File: config.mk
export PLATFORM = sky130hd
export DESIGN_NAME = wb_tia_arbiter_flat
export DESIGN_NICKNAME = d
export VERILOG_FILES = /design/src/rtl/wb_tia_arbiter_if.sv /design/src/rtl/wb_tia_arbiter.sv /design/src/flat_wrapper.sv
export SDC_FILE = /design/constraint.sdc
export NUM_CORES = 1
export LEC_CHECK = 0
export ABC_AREA = 1
export ABC_CLOCK_PERIOD_IN_PS = 1800
export BUFFER_PORTS_ARGS = -buffer_cell sky130_fd_sc_hd__buf_4
export CAP_MARGIN = 30
export CORE_AREA = 10 10 129 84
export DETAILED_ROUTE_END_ITERATION = 10
export DIE_AREA = 0 0 139 94
export PLACE_DENSITY_LB_ADDON = 0.25
export SYNTH_ARGS = -nofsm -noshare
export SYNTH_HDL_FRONTEND = slang
export SYNTH_SLANG_ARGS = --single-unit
export TNS_END_PERCENT = 1
File: constraint.sdc
create_clock -name clk_i -period 1.8 [get_ports clk_i]
set_input_delay 0.45 -clock clk_i [delete_from_list [all_inputs] [get_ports clk_i]]
set_output_delay 0.45 -clock clk_i [all_outputs]
set_load 0.1 [all_outputs]
File: src/rtl/wb_tia_arbiter_if.sv
// Bus bundle between the two masters, the arbiter and the TIA port.
// 'master' is the arbiter's view, 'slave' is the surrounding system.
interface wb_tia_arbiter_if #(
  parameter int WB_DATA_WIDTH = 8,
  parameter int WB_ADDR_WIDTH = 7
);
  logic                     m0_stb_i;
  logic                     m0_we_i;
  logic [WB_ADDR_WIDTH-1:0] m0_adr_i;
  logic [WB_DATA_WIDTH-1:0] m0_dat_i;
  logic                     m0_ack_o;
  logic                     m0_err_o;
  logic [WB_DATA_WIDTH-1:0] m0_dat_o;
  logic                     m1_stb_i;
  logic                     m1_we_i;
  logic [WB_ADDR_WIDTH-1:0] m1_adr_i;
  logic [WB_DATA_WIDTH-1:0] m1_dat_i;
  logic                     m1_ack_o;
  logic                     m1_err_o;
  logic [WB_DATA_WIDTH-1:0] m1_dat_o;
  logic                     s_stb_o;
  logic                     s_we_o;
  logic [WB_ADDR_WIDTH-1:0] s_adr_o;
  logic [WB_DATA_WIDTH-1:0] s_dat_o;
  logic                     s_ack_i;
  logic [WB_DATA_WIDTH-1:0] s_dat_i;
  logic [1:0]               grant_o;

  modport master (
    input  m0_stb_i, m0_we_i, m0_adr_i, m0_dat_i,
    input  m1_stb_i, m1_we_i, m1_adr_i, m1_dat_i,
    input  s_ack_i, s_dat_i,
    output m0_ack_o, m0_err_o, m0_dat_o,
    output m1_ack_o, m1_err_o, m1_dat_o,
    output s_stb_o, s_we_o, s_adr_o, s_dat_o,
    output grant_o
  );

  modport slave (
    output m0_stb_i, m0_we_i, m0_adr_i, m0_dat_i,
    output m1_stb_i, m1_we_i, m1_adr_i, m1_dat_i,
    output s_ack_i, s_dat_i,
    input  m0_ack_o, m0_err_o, m0_dat_o,
    input  m1_ack_o, m1_err_o, m1_dat_o,
    input  s_stb_o, s_we_o, s_adr_o, s_dat_o,
    input  grant_o
  );
endinterface

File: src/rtl/wb_tia_arbiter.sv
// Round-robin two-master arbiter for the TIA register port.
// Each grant yields exactly one single-cycle strobe to the TIA.
module wb_tia_arbiter #(
  parameter int WB_DATA_WIDTH = 8,
  parameter int WB_ADDR_WIDTH = 7,
  parameter int TIMEOUT       = 15
) (
  input logic                clk_i,
  input logic                rst_ni,
  wb_tia_arbiter_if.master   bus
);
  localparam logic [2:0] IDLE = 3'd0;
  localparam logic [2:0] REQ  = 3'd1;
  localparam logic [2:0] WAIT = 3'd2;
  localparam logic [2:0] DONE = 3'd3;
  localparam logic [2:0] HOLD = 3'd4;
  localparam logic [7:0] TO   = 8'(TIMEOUT);

  logic [2:0]               state;
  logic                     sel;
  logic                     last_grant;
  logic [7:0]               cnt;
  logic                     stb_q;
  logic                     we_q;
  logic [WB_ADDR_WIDTH-1:0] adr_q;
  logic [WB_DATA_WIDTH-1:0] dat_q;
  logic [1:0]               ack_q;
  logic [1:0]               err_q;
  logic [WB_DATA_WIDTH-1:0] m0_dat_q;
  logic [WB_DATA_WIDTH-1:0] m1_dat_q;
  logic [1:0]               grant_q;
  logic                     pick;
  logic                     any_req;

  // Choose the next owner; on a tie the one not served last wins.
  always_comb begin
    pick    = 1'b0;
    any_req = bus.m0_stb_i | bus.m1_stb_i;
    unique case ({bus.m1_stb_i, bus.m0_stb_i})
      2'b11:   pick = ~last_grant;
      2'b10:   pick = 1'b1;
      default: pick = 1'b0;
    endcase
  end

  // Sequencer: grant, strobe once, wait for ack or timeout, settle.
  always_ff @(posedge clk_i or negedge rst_ni) begin
    if (!rst_ni) begin
      state      <= IDLE;
      sel        <= 1'b0;
      last_grant <= 1'b1;
      cnt        <= 8'd0;
      stb_q      <= 1'b0;
      we_q       <= 1'b0;
      adr_q      <= '0;
      dat_q      <= '0;
      ack_q      <= 2'b00;
      err_q      <= 2'b00;
      m0_dat_q   <= '0;
      m1_dat_q   <= '0;
      grant_q    <= 2'b00;
    end else begin
      unique case (state)
        IDLE: begin
          if (any_req) begin
            sel        <= pick;
            last_grant <= pick;
            grant_q    <= pick ? 2'b10 : 2'b01;
            we_q       <= pick ? bus.m1_we_i
                               : bus.m0_we_i;
            adr_q      <= pick ? bus.m1_adr_i
                               : bus.m0_adr_i;
            dat_q      <= pick ? bus.m1_dat_i
                               : bus.m0_dat_i;
            stb_q      <= 1'b1;
            state      <= REQ;
          end
        end
        REQ: begin
          stb_q <= 1'b0;
          cnt   <= 8'd0;
          state <= WAIT;
        end
        WAIT: begin
          if (bus.s_ack_i) begin
            ack_q[sel] <= 1'b1;
            if (sel) m1_dat_q <= bus.s_dat_i;
            else     m0_dat_q <= bus.s_dat_i;
            state <= DONE;
          end else if (cnt == TO) begin
            err_q[sel] <= 1'b1;
            state      <= DONE;
          end else begin
            cnt <= cnt + 8'd1;
          end
        end
        DONE: begin
          ack_q <= 2'b00;
          err_q <= 2'b00;
          state <= HOLD;
        end
        HOLD: begin
          grant_q <= 2'b00;
          state   <= IDLE;
        end
        default: state <= IDLE;
      endcase
    end
  end

  assign bus.s_stb_o  = stb_q;
  assign bus.s_we_o   = we_q;
  assign bus.s_adr_o  = adr_q;
  assign bus.s_dat_o  = dat_q;
  assign bus.m0_ack_o = ack_q[0];
  assign bus.m0_err_o = err_q[0];
  assign bus.m0_dat_o = m0_dat_q;
  assign bus.m1_ack_o = ack_q[1];
  assign bus.m1_err_o = err_q[1];
  assign bus.m1_dat_o = m1_dat_q;
  assign bus.grant_o  = grant_q;
endmodule

File: src/flat_wrapper.sv
// flat-port wrapper written by rule: the top's interface ports become plain ports
module wb_tia_arbiter_flat 
#(
  parameter int WB_DATA_WIDTH = 8,
  parameter int WB_ADDR_WIDTH = 7,
  parameter int TIMEOUT       = 15
)
  (clk_i, rst_ni, bus_m0_stb_i, bus_m0_we_i, bus_m0_adr_i, bus_m0_dat_i, bus_m1_stb_i, bus_m1_we_i, bus_m1_adr_i, bus_m1_dat_i, bus_s_ack_i, bus_s_dat_i, bus_m0_ack_o, bus_m0_err_o, bus_m0_dat_o, bus_m1_ack_o, bus_m1_err_o, bus_m1_dat_o, bus_s_stb_o, bus_s_we_o, bus_s_adr_o, bus_s_dat_o, bus_grant_o);
  wb_tia_arbiter_if #(.WB_DATA_WIDTH(WB_DATA_WIDTH), .WB_ADDR_WIDTH(WB_ADDR_WIDTH)) bus_i ();
  input logic clk_i;
  input logic rst_ni;
  input wire logic [$bits(bus_i.m0_stb_i)-1:0] bus_m0_stb_i;
  input wire logic [$bits(bus_i.m0_we_i)-1:0] bus_m0_we_i;
  input wire logic [$bits(bus_i.m0_adr_i)-1:0] bus_m0_adr_i;
  input wire logic [$bits(bus_i.m0_dat_i)-1:0] bus_m0_dat_i;
  input wire logic [$bits(bus_i.m1_stb_i)-1:0] bus_m1_stb_i;
  input wire logic [$bits(bus_i.m1_we_i)-1:0] bus_m1_we_i;
  input wire logic [$bits(bus_i.m1_adr_i)-1:0] bus_m1_adr_i;
  input wire logic [$bits(bus_i.m1_dat_i)-1:0] bus_m1_dat_i;
  input wire logic [$bits(bus_i.s_ack_i)-1:0] bus_s_ack_i;
  input wire logic [$bits(bus_i.s_dat_i)-1:0] bus_s_dat_i;
  output wire logic [$bits(bus_i.m0_ack_o)-1:0] bus_m0_ack_o;
  output wire logic [$bits(bus_i.m0_err_o)-1:0] bus_m0_err_o;
  output wire logic [$bits(bus_i.m0_dat_o)-1:0] bus_m0_dat_o;
  output wire logic [$bits(bus_i.m1_ack_o)-1:0] bus_m1_ack_o;
  output wire logic [$bits(bus_i.m1_err_o)-1:0] bus_m1_err_o;
  output wire logic [$bits(bus_i.m1_dat_o)-1:0] bus_m1_dat_o;
  output wire logic [$bits(bus_i.s_stb_o)-1:0] bus_s_stb_o;
  output wire logic [$bits(bus_i.s_we_o)-1:0] bus_s_we_o;
  output wire logic [$bits(bus_i.s_adr_o)-1:0] bus_s_adr_o;
  output wire logic [$bits(bus_i.s_dat_o)-1:0] bus_s_dat_o;
  output wire logic [$bits(bus_i.grant_o)-1:0] bus_grant_o;
  assign bus_i.m0_stb_i = bus_m0_stb_i;
  assign bus_i.m0_we_i = bus_m0_we_i;
  assign bus_i.m0_adr_i = bus_m0_adr_i;
  assign bus_i.m0_dat_i = bus_m0_dat_i;
  assign bus_i.m1_stb_i = bus_m1_stb_i;
  assign bus_i.m1_we_i = bus_m1_we_i;
  assign bus_i.m1_adr_i = bus_m1_adr_i;
  assign bus_i.m1_dat_i = bus_m1_dat_i;
  assign bus_i.s_ack_i = bus_s_ack_i;
  assign bus_i.s_dat_i = bus_s_dat_i;
  assign bus_m0_ack_o = bus_i.m0_ack_o;
  assign bus_m0_err_o = bus_i.m0_err_o;
  assign bus_m0_dat_o = bus_i.m0_dat_o;
  assign bus_m1_ack_o = bus_i.m1_ack_o;
  assign bus_m1_err_o = bus_i.m1_err_o;
  assign bus_m1_dat_o = bus_i.m1_dat_o;
  assign bus_s_stb_o = bus_i.s_stb_o;
  assign bus_s_we_o = bus_i.s_we_o;
  assign bus_s_adr_o = bus_i.s_adr_o;
  assign bus_s_dat_o = bus_i.s_dat_o;
  assign bus_grant_o = bus_i.grant_o;
  wb_tia_arbiter #(.WB_DATA_WIDTH(WB_DATA_WIDTH), .WB_ADDR_WIDTH(WB_ADDR_WIDTH), .TIMEOUT(TIMEOUT)) u_core (.clk_i(clk_i), .rst_ni(rst_ni), .bus(bus_i));
endmodule
---- Word level (Yosys, flattened, before mapping) ----
Cells that the tools add are included.
storage, ports and cells
  latch bits .............................. 0
  register bits ........................... 52
  memories ................................ 0
  RAM bits ................................ 0
  output and inout port bits .............. 39
  logic and storage cells ................. 72
  ROM bits ................................ 0
  input port bits ......................... 45
cells by class
  bitwise operators ....................... 5
  magnitude comparators ................... 2
  mux-type cells .......................... 23
  add/subtract/negate cells ............... 1
  shifts and indexed selects .............. 0
  divide/modulo/power cells ............... 0
  $mul .................................... 0
  reduce and logical (&&, ||, !) cells .... 15
  equality and inequality tests ........... 13
operators with widths
  cell                                                         number
  2-to-1 mux 8 bit                                             3
  case mux 8 bit (2 select lines)                              1
  case mux 2 bit (2 select lines)                              3
  case mux 3 bit (4 select lines)                              1
  AND reduction 3 bit                                          4
  2-to-1 mux 2 bit                                             5
  AND reduction 2 bit                                          5
  2-to-1 mux 3 bit                                             3
  adder 8 x 1 -> 8 bit (second input constant)                 1
  == test 8 x 4 -> 1 bit (second input constant)               1
  nonzero test 2 bit                                           4
  2-to-1 mux 7 bit                                             1
  == test 3 x 2 -> 1 bit (second input constant)               2
  != test 2 bit (second input constant)                        3
  == test 2 bit (second input constant)                        2
  != test 2 x 1 -> 1 bit (second input constant)               2
  bitwise OR 2 bit                                             2
  case mux 1 bit (2 select lines)                              2
  == test 3 x 1 -> 1 bit (second input constant)               1
  == test 3 bit (second input constant)                        1
  logical NOT 3 bit                                            1
  2-to-1 mux 1 bit                                             3
  != test 3 x 2 -> 1 bit (second input constant)               1
  less-than comparator 1 x 2 -> 1 bit (second input constant)  1
  5 further kinds                                              6

---- Logic depth before layout (Yosys ltp) ----
Gate-level depths: netlist of run 1.
  depth after elaboration ................. 8
  gate-level depth with buffers ........... 8
  depth with buffers taken out ............ 8

---- Least setup slack after synthesis of run 1 ----
Ideal clock, no wire load.
  path type ............................... reg-to-reg
  start point ............................. register u_core.err_q[0]
  end point ............................... register u_core.err_q[0]
  data required time ...................... 1.677 ns
  setup time .............................. 0.123 ns
  clock period less this slack ............ 1.385 ns
  cell stages (with the launch flop) ...... 4
  buffers on the path ..................... 0
  data arrival time ....................... 1.262 ns
  slack ................................... 0.415 ns
  path through ............................ dfrtp_1 or2_2 nand2_1 nand2_1
between the ends
  longest elaborated chain between the ends .. 4
RTL lines
  element                            RTL line              text
  start, declared                    wb_tia_arbiter.sv:28  logic [1:0] err_q;
  start signal, assigned             wb_tia_arbiter.sv:58  err_q <= 2'b00;
  start signal, assigned by index    wb_tia_arbiter.sv:91  err_q[sel] <= 1'b1;
  start signal, assigned             wb_tia_arbiter.sv:99  err_q <= 2'b00;
  bitwise OR 2 bit (no source line)  -
  2-to-1 mux 2 bit                   wb_tia_arbiter.sv:90  end else if (cnt == TO) begin
  2-to-1 mux 2 bit                   wb_tia_arbiter.sv:85  if (bus.s_ack_i) begin
  case mux 2 bit (2 select lines)    wb_tia_arbiter.sv:63  unique case (state)
No other way between the ends. The select of a mux whose other input is x is not followed.
A chain may end at the register's enable or synchronous reset.

---- Worst setup path in the final report of run 1 ----
  start point ............................. register u_core.cnt[0]
  end point ............................... register u_core.cnt[6]
between the ends
  longest elaborated chain between the ends .. 4
  elaborated cells between the ends (all ways) .. 7
  classes of those cells .................. add/sub: 1; eq/ne: 2; mux: 3; reduce/logical: 1
RTL lines
  element                          RTL line              text
  start, declared                  wb_tia_arbiter.sv:22  logic [7:0] cnt;
  start signal, assigned           wb_tia_arbiter.sv:94  cnt <= cnt + 8'd1;
  adder 8 x 1 -> 8 bit             wb_tia_arbiter.sv:94
  2-to-1 mux 8 bit                 wb_tia_arbiter.sv:90
  2-to-1 mux 8 bit                 wb_tia_arbiter.sv:85
  case mux 8 bit (2 select lines)  wb_tia_arbiter.sv:63
Parallel ways exist; a longest one is shown, timed or not. The select of a mux whose other input is x is not followed.

==> out/results.tsv, run 1 <==
stage	metric	value	unit
finish	Area growth syn-to-layout	35.0	%
critical_path	WP data required	1.98	ns
outcome	outcome	finished clean	
drt	DR WL/cell	13.6	microns
critical_path	CP startpoint	u_core.cnt[0]	
synth	top cell type's share of synthesized area	51.0	%
drt	Top Layer Used	met4	
synth	top cells by area, synth	dfrtp_1 51%, nand2_1 15%, nand3_1 6.0%, o21ai_2 5.6%, inv_1 3.8%	
clock_network	# resized after CTS	0	
drt	WL met2	2650	microns
sta	fin crit share	82.9	%
sta	minimum clock period	1.49	ns
sta	slew margin rel.	73.5	%
synth	yosys synthesis warning count	0	
critical_path	CP max stage delay	0.42	ns
die	die area	0.0131	sq mm
clock_network	TritonCTS buffer count	5	
synth	Yosys cell types	31	
critical_path	Setup crit start kind	register	
sta	# setup viols final	0	
synth	Gate Count Post-Synth	278	
critical_path	Crit path arrival time	1.67	ns
synth	Post-synth EDFFs	0	
grt	first-pass GRT wire length	10900	microns
sta	maximum clock rate	0.670	GHz
grt	initial antenna violation count	0	
drt	DR iter-0 viols	113	
drt	post-route ant nets	0	
synth	Post-Syn Area	0.00250	sq mm
critical_path	Worst Setup End Kind	register	
drt	routed wire length	6490	microns
synth	Top FF cell, synth	dfrtp_1	
die	core region area	0.00839	sq mm
critical_path	Worst Setup EP	u_core.cnt[6]	
synth	share of the yosys chip area belonging to registers	52.1	%
critical_path	worst reg2reg path depth	8	
die	Initial Util	29.8	%
grt	Global Route Usage Sum	10.1	%
synth	Synthesized Nets	324	
critical_path	cells along the critical path	ha_1 -> nand2_2 -> nor2_1 -> nand3_2 -> nand2_4 -> nand2_4 -> nand2_1 -> nand2_1	
critical_path	Slowest-stage cell, CP	dfrtp_1	
sta	unrepaired setup endpoints after global routing	false	
synth	syn avg cell area	9.00	sq um
grt	global route overflow	0	
critical_path	kind of critical path	reg -> reg	
synth	Yosys reg bits	52	
sta	Fin. Hold Viols	0	
sta	fin. max-slew vios	0	
synth	Async SR Flop Fraction	100	%
critical_path	Crit Path Max Fanout	9	
clock_network	post-CTS setup buffer count	0	
finish	fin util	40.3	%
grt	number of global-route vias before repair	2078	
min_path	min-delay worst type	in -> async	
drt	M1 wire length	3070	microns
die	Die Y	94	microns
synth	Synth area leader	dfrtp_1	
synth	Post-synth top cells	100 x nand2_1, 51 x dfrtp_1, 30 x nand3_1	
run	Max-Cap Viols	0	
placement	Buffers on Ports	83	
clock_network	Worst-path clk slew	0.07	ns
drt	Remaining DRCs	0	
finish	Fillers	864	
placement	Final Wtd Congestion	0.822	
drt	mean number of vias per cell	4.32	
finish	share of cells above drive strength 1	36.2	%
drt	met3 wire len	730	microns
grt	largest net degree at the start of global routing	33	
clock_network	Max Buffers Root-to-Sink	2	
clock_network	cts-stage hold buffer count	0	
clock_network	CTS Sinks	52	
sta	clk_skew	0.00443	ns
critical_path	Reg-to-Reg End	u_core.cnt[6]	
clock_network	CTS tree	yes	
sta	worst slew pin tran	0.396	ns
finish	final net count	410	
die	Die Wd	139	microns
clock_network	Clk Latency, worst-skew pair	0.29	ns
drt	DR pass1 iterations	4	
synth	most frequent cell after synthesis	nand2_1	
finish	Ant. Diodes	0	
critical_path	reg2reg start	u_core.cnt[0]	
clock_network	H-tree level count	2	
die	num rows	26	
placement	DP Wirelength	5120	microns
sta	Fin Setup TNS	0	ns
critical_path	r2r setup slk	0.31	ns
die	Top Ports	84	
clock_network	Root Buffer	clkbuf_16	
drt	vias	2062	
-- cell usage in the layout, fill, tap and decap left out, types with 2 or more instances in the layout --
| master | netlist | final |
|---|---|---|
| nor2_1 | 13 | 13 |
| nor2_4 | 2 | 2 |
| dfrtp_1 | 51 | 51 |
| nand2_4 | 5 | 5 |
| nand2_1 | 100 | 100 |
| nand2_2 | 3 | 3 |
| clkbuf_16 | 0 | 5 |
| clkinv_2 | 0 | 2 |
| o21ai_0 | 3 | 3 |
| buf_4 | 1 | 84 |
| or2_2 | 2 | 2 |
| nor2_8 | 3 | 3 |
| o21ai_2 | 16 | 16 |
| o21bai_1 | 2 | 2 |
| nand3_1 | 30 | 30 |
| a21oi_1 | 3 | 3 |
| inv_1 | 25 | 25 |
-- layout make-up --
class	count	area (sq um)	area share [%]
clock buffers	5	125	3.70
clock inverters	3	18.8	0.555
inverters	26	97.6	2.89
multi-input cells	194	1040	30.9
flip-flops and latches	52	1300	38.5
well taps	112	140	4.15
repair buffers	85	651	19.3
-- state kept, by name (all words and copies together), names as in the netlist --
name	flops
u_core.bus.m0_dat_o	8
u_core.bus.m1_dat_o	8
u_core.bus.s_dat_o	8
u_core.cnt	8
u_core.bus.s_adr_o	7
u_core.state	3
u_core.ack_q	2
u_core.bus.grant_o	2
u_core.err_q	2
u_core.bus.s_stb_o	1
u_core.bus.s_we_o	1
u_core.last_grant	1
u_core.sel	1
-- per-layer routing --
layer  vias to the layer above  GRT usage (%)
met4                         0           1.99
li1                       1053              -
met2                        80           14.3
met3                         5           5.35
met5                         -              0
met1                       924           13.2
-- kinds of logic after synthesis --
kind of cell             Yosys count  share of synthesized area [%]
AO/OA/AOI/OAI                     29                           9.50
XOR/XNOR                           1                          0.350
adder cells (fa/ha/maj)            1                          0.500
buffers and inverters             32                           6.20
flip-flops                        52                           52.1
AND/OR/NAND/NOR                  163                           31.4
-- how the worst min path moves through the flow --
stage	from	end	depth (start not counted)	slack, ns
4_1_cts	rst_ni	u_core.bus.s_dat_o[6]	1	0.06
6_report	rst_ni	u_core.bus.s_dat_o[6]	1	0.05
5_1_grt	rst_ni	u_core.bus.s_dat_o[6]	1	0.06
3_5_place_dp	rst_ni	u_core.bus.m0_dat_o[7]	1	0.37
3_3_place_gp	rst_ni	u_core.bus.m0_dat_o[7]	1	0.37
2_1_floorplan	rst_ni	u_core.ack_q[0]	0	0.15
-- critical path: cells and delay by family, from the launching register on --
family                     cells  cell delay (ns)
DFF                            1             0.42
and+or+nand+nor                7             0.75
adders and majority gates      1             0.20
-- metrics by stage --
step / area, sq um / setup WS (ns) / instances / hold slack [ns]
finish: 3380 / 0.307 / 477 / 0.0533
global route: 3380 / 0.168 / 477 / 0.0637
CTS: 3380 / 0.304 / 477 / 0.0614
detailed placement: 3240 / 0.309 / 469 / 0.373
global placement: 3240 / 0.355 / 469 / 0.368
floorplan: 2500 / 0.415 / 278 / 0.154
Power of run 1 is not shown: default switching activity piles up to over one toggle a cycle in this logic, so the estimate is an artifact.
==> inputs of run 2 (changes only) <==
--- a/config.mk
+++ b/config.mk
@@ -6,7 +6,7 @@
 export NUM_CORES = 1
 export LEC_CHECK = 0
 export ABC_AREA = 1
-export ABC_CLOCK_PERIOD_IN_PS = 1800
+export ABC_CLOCK_PERIOD_IN_PS = 1250
 export BUFFER_PORTS_ARGS = -buffer_cell sky130_fd_sc_hd__buf_4
 export CAP_MARGIN = 30
 export CORE_AREA = 10 10 129 84
==> constraint.sdc (replaced) <==
create_clock -name clk_i -period 1.25 [get_ports clk_i]
set_input_delay 0.3125 -clock clk_i [delete_from_list [all_inputs] [get_ports clk_i]]
set_output_delay 0.3125 -clock clk_i [all_outputs]
set_load 0.1 [all_outputs]
==> run 2 against run 1 <==
Net effect:
- the flow now finishes with violations (negative setup slack)
- cell count increased by 5.5%
- worst setup slack got worse by 0.36 ns
- wire length increased by 4.1%
- cell area increased by 18%
- sequential share of layout area decreased by 5.6 points
- first-iteration DRC count decreased by 8.0%
- worst hold slack improved by 0.17 ns
- register-to-register slack got worse by 0.36 ns
- critical path type unchanged
- largest cell class unchanged
- highest routed layer unchanged
==> out/results.tsv, run 2 (same netlist as run 1, synthesis figures left out) <==
stage	metric	value	unit
clock_network	Root Buffer	clkbuf_16	
drt	vias	2169	
sta	clk_skew	0.00588	ns
sta	fin. max-slew vios	0	
outcome	outcome	complete, but fails checks	
placement	Post-DP Area	0.00345	sq mm
clock_network	CTS Sinks	52	
sta	maximum clock rate	0.767	GHz
drt	DR iter-0 viols	104	
die	num rows	26	
critical_path	WP data required	1.43	ns
finish	Fillers	785	
drt	DR WL/cell	13.4	microns
outcome	failing checks	negative setup slack	
grt	global route overflow	0	
sta	# setup viols final	42	
finish	Finished Cell Area	0.00397	sq mm
placement	DP Wirelength	5230	microns
sta	worst slew pin tran	0.293	ns
drt	mean number of vias per cell	4.31	
clock_network	Clk Latency, worst-skew pair	0.30	ns
sta	Final WS setup	-0.0538	ns
finish	share of cells above drive strength 1	44.5	%
die	Initial Util	29.8	%
finish	Area growth syn-to-layout	58.8	%
clock_network	H-tree level count	2	
sta	Fin Setup TNS	-0.934	ns
grt	number of global-route vias before repair	2282	
grt	Global Route Usage Sum	10.5	%
run	Max-Cap Viols	0	
drt	post-route ant nets	0	
critical_path	Crit Path Max Fanout	3	
die	Die Wd	139	microns
sta	unrepaired setup endpoints after global routing	true	
critical_path	crit-path most repeated cell	a21oi_1	
drt	Remaining DRCs	0	
sta	fin crit share	104	%
die	Top Ports	84	
clock_network	Max Buffers Root-to-Sink	2	
finish	Ant. Diodes	0	
die	die area	0.0131	sq mm
critical_path	kind of critical path	reg -> reg	
die	core region area	0.00839	sq mm
critical_path	Crit path arrival time	1.49	ns
clock_network	TritonCTS buffer count	5	
finish	final net count	436	
grt	initial antenna violation count	0	
clock_network	Worst-path clk slew	0.07	ns
critical_path	cells along the critical path	ha_2 -> nand2_2 -> nor2_4 -> nand3_4 -> buf_4 -> a21oi_1 -> a21oi_1	
grt	largest net degree at the start of global routing	20	
clock_network	CTS tree	yes	
critical_path	Slowest-stage cell, CP	dfrtp_1	
placement	Final Wtd Congestion	0.838	
finish	most common cell after layout, fill and taps aside	nand2_1	
critical_path	Setup crit start kind	register	
critical_path	CP max stage delay	0.36	ns
critical_path	Worst Setup End Kind	register	
grt	first-pass GRT wire length	11400	microns
min_path	min-delay worst type	in -> reg	
sta	Fin. Hold Viols	0	
finish	most frequent cells in the layout	94 x nand2_1, 65 x buf_4, 46 x dfrtp_1	
die	Die Y	94	microns
drt	routed wire length	6760	microns
drt	DR pass1 iterations	5	
sta	minimum clock period	1.30	ns
sta	slew margin rel.	80.4	%
placement	Buffers on Ports	83	
[run 2: cell types whose count changed in the layout (fill, tap and decap cells not counted), sizes merged]
| cell | change |
|---|---|
| clkinvlp | +1 |
| clkinv | -2 |
| dlygate4sd3 | +1 |
| bufinv | +1 |
| buf | +25 |
[run 2: layout make-up]
cell class,count,area [sq um],area share [%]
sequential,52,1310,32.9
timing repair buffer,111,1140,28.6
multi-input combinational,194,1120,28.2
tap,112,140,3.53
clock buffer,5,125,3.15
inverter,26,97.6,2.46
clock inverter,3,42.5,1.07
[run 2: worst paths after layout]
| kind | startpoint | endpoint | slack (ns) | depth (start not counted) |
|---|---|---|---|---|
| min in group asynchronous | rst_ni | u_core.state[2] | 0.45 | 2 |
| worst max-delay path | u_core.cnt[1] | u_core.cnt[0] | -0.05 | 7 |
| worst min register to register | u_core.last_grant | u_core.last_grant | 0.47 | 2 |
| worst max register to register | u_core.cnt[1] | u_core.cnt[0] | -0.05 | 7 |
| worst min-delay path | bus_m0_dat_i[4] | u_core.bus.s_dat_o[4] | 0.22 | 3 |
| max in group asynchronous | rst_ni | u_core.err_q[1] | 0.42 | 3 |
[run 2: per-layer routing]
metal  share of wire (%)  GRT usage (%)  vias to the layer above
met5                   0              0                        -
met4                0.96           2.60                        0
met3                  11           6.16                        8
met2                  40           14.3                       77
met1                  48           13.8                      985
li1                    -              -                     1099
[run 2: timing repair]
item                                   4_1_cts  5_1_grt
endpoints found under the hold margin       14        0
resized for setup                           49       37
setup endpoints to repair                   83       62
pin swaps                                    1       10
buffers inserted                             1        1
hold buffers                                 1        0
[run 2: stage by stage]
step	setup WS (ns)	cells	utilization, %	hold WS, ns
5_1_grt	-0.129	503	47.3	0.217
4_1_cts	-0.0520	502	45.6	0.216
2_1_floorplan	-0.0606	278	-	0.0169
6_report	-0.0538	503	47.3	0.219
3_5_place_dp	-0.0957	492	41.1	0.220
3_3_place_gp	-0.0502	492	41.1	0.219
[run 2: worst max-delay path: cells and delay by family, from the launching register on]
kind                       cells  cell delay, ns
DFF                            1            0.36
and+or+nand+nor                3            0.32
adders and majority gates      1            0.19
buffers and inverters          1            0.16
AOI/OAI and AO/OA              2            0.16
Power of run 2 is left out for the same reason.
==> inputs of run 3 (changes only) <==
--- a/config.mk
+++ b/config.mk
@@ -6,10 +6,11 @@
 export NUM_CORES = 1
 export LEC_CHECK = 0
 export ABC_AREA = 1
-export ABC_CLOCK_PERIOD_IN_PS = 1250
+export ABC_CLOCK_PERIOD_IN_PS = 1200
 export BUFFER_PORTS_ARGS = -buffer_cell sky130_fd_sc_hd__buf_4
 export CAP_MARGIN = 30
 export CORE_AREA = 10 10 129 84
+export CTS_CLUSTER_DIAMETER = 30
 export DETAILED_ROUTE_END_ITERATION = 10
 export DIE_AREA = 0 0 139 94
 export PLACE_DENSITY_LB_ADDON = 0.25
==> constraint.sdc (replaced) <==
create_clock -name clk_i -period 1.2 [get_ports clk_i]
set_input_delay 0.3 -clock clk_i [delete_from_list [all_inputs] [get_ports clk_i]]
set_output_delay 0.3 -clock clk_i [all_outputs]
set_load 0.1 [all_outputs]
==> run 3 against run 2 <==
Net effect:
- the flow still finishes with violations (negative setup slack)
- worst setup slack got worse by 0.10 ns
- wire length grew 6.8%
- count of clock-buffer cells in the layout rose by 2
- flip-flop and latch count is the same
- register-to-register slack worse by 0.10 ns
- fmax shrank 3.7%
==> out/results.tsv, run 3 (same netlist as run 1, synthesis figures left out) <==
stage	metric	value	unit
outcome	outcome	complete, but fails checks	
outcome	failing checks	negative setup slack	
grt	Global Route Usage Sum	10.6	%
clock_network	CTS tree	yes	
grt	global route overflow	0	
min_path	min-delay worst type	in -> reg	
critical_path	Crit path arrival time	1.57	ns
grt	number of global-route vias before repair	2314	
critical_path	Worst Setup End Kind	register	
grt	initial antenna violation count	0	
drt	routed wire length	7230	microns
placement	Post-DP Area	0.00344	sq mm
placement	Post-Place Cells	491	
critical_path	Crit Path Max Fanout	6	
sta	fin crit share	113	%
die	num rows	26	
drt	DR pass1 iterations	4	
finish	Finished Cell Area	0.00423	sq mm
finish	final net count	439	
critical_path	WP data required	1.42	ns
run	Max-Cap Viols	0	
sta	worst slew pin tran	0.295	ns
finish	Area growth syn-to-layout	69.2	%
clock_network	TritonCTS buffer count	5	
placement	pre-CTS WS	-0.136	ns
sta	maximum clock rate	0.738	GHz
sta	fin. max-slew vios	0	
die	die area	0.0131	sq mm
placement	Buffers on Ports	83	
min_path	min-delay src	bus_m0_adr_i[6]	
sta	minimum clock period	1.35	ns
die	Initial Util	29.8	%
drt	mean number of vias per cell	4.48	
grt	largest net degree at the start of global routing	25	
die	Die Wd	139	microns
placement	DP Wirelength	5350	microns
critical_path	CP max stage delay	0.40	ns
critical_path	Setup crit start kind	register	
finish	Non-Filler Instances	506	
placement	Final Wtd Congestion	0.817	
drt	DR WL/cell	14.3	microns
sta	clk_skew	0.00473	ns
critical_path	CP startpoint	u_core.cnt[1]	
drt	vias	2265	
finish	most frequent cells in the layout	96 x nand2_1, 67 x buf_4, 46 x dfrtp_1	
clock_network	Clk Latency, worst-skew pair	0.29	ns
drt	Remaining DRCs	0	
drt	post-route ant nets	0	
finish	Ant. Diodes	0	
clock_network	CTS Sinks	52	
die	Top Ports	84	
sta	unrepaired setup endpoints after global routing	true	
grt	first-pass GRT wire length	11500	microns
drt	DR iter-0 viols	98	
critical_path	kind of critical path	reg -> reg	
finish	fin util	50.4	%
clock_network	Worst-path clk slew	0.07	ns
clock_network	Max Buffers Root-to-Sink	2	
critical_path	cells along the critical path	ha_4 -> nand2_4 -> nor2_4 -> nand3_4 -> nand2_8 -> buf_4 -> and3_1	
critical_path	reg2reg start	u_core.cnt[1]	
sta	slew margin rel.	80.3	%
sta	Final WS setup	-0.155	ns
clock_network	H-tree level count	2	
finish	most common cell after layout, fill and taps aside	nand2_1	
finish	share of cells above drive strength 1	44.2	%
sta	# setup viols final	45	
clock_network	Root Buffer	clkbuf_16	
critical_path	Slowest-stage cell, CP	dfrtp_1	
die	Die Y	94	microns
die	core region area	0.00839	sq mm
sta	Fin. Hold Viols	0	
==> run 3: metal layers <==
metal,track usage (%),share of wire [%],up-vias
met5,0,0,-
li1,-,-,1108
met3,5.66,10,2
met1,13.7,46,1083
met4,1.82,0.14,0
met2,15.4,43,72
==> run 3: cell type report <==
class,instances,area [sq um]
flip-flops and latches,52,1310
multi-input cells,194,1140
clock buffers,7,143
repair buffers,114,1400
clock inverters,1,7.51
well taps,112,140
fillers,782,4160
inverters,26,97.6
==> run 3: critical path, delay by kind of cell (launching register included) <==
family,cells,cell delay [ns]
buffers and inverters,1,0.11
adder cells (fa/ha/maj),1,0.17
flip-flops,1,0.40
AND/OR/NAND/NOR,5,0.60
==> run 3: worst paths after layout <==
| check | end | slack [ns] | cells after the start |
|---|---|---|---|
| worst max-delay path | u_core.state[0] | -0.15 | 7 |
| worst min-delay path | u_core.bus.s_adr_o[6] | 0.21 | 3 |
| worst max register to register | u_core.state[0] | -0.15 | 7 |
| worst min register to register | u_core.last_grant | 0.47 | 2 |
| max in group asynchronous | u_core.bus.s_dat_o[1] | 0.31 | 3 |
| min in group asynchronous | u_core.cnt[3] | 0.43 | 2 |
==> run 3: timing repair <==
action | CTS | global route
setup endpoints to repair | 84 | 89
hold buffers | 1 | 0
gates resized for setup | 80 | 62
pin swaps | 5 | 6
setup buffers | 2 | 4
endpoints found under the hold margin | 13 | 0
==> run 3: stage by stage <==
step | setup TNS, ns | hold WS (ns)
after floorplan | -1.14 | 0.00441
after CTS | -2.87 | 0.206
after global placement | -2.67 | 0.185
after detailed placement | -3.28 | 0.187
after global routing | -7.47 | 0.206
final | -3.06 | 0.211
Power of run 3 is left out for the same reason.
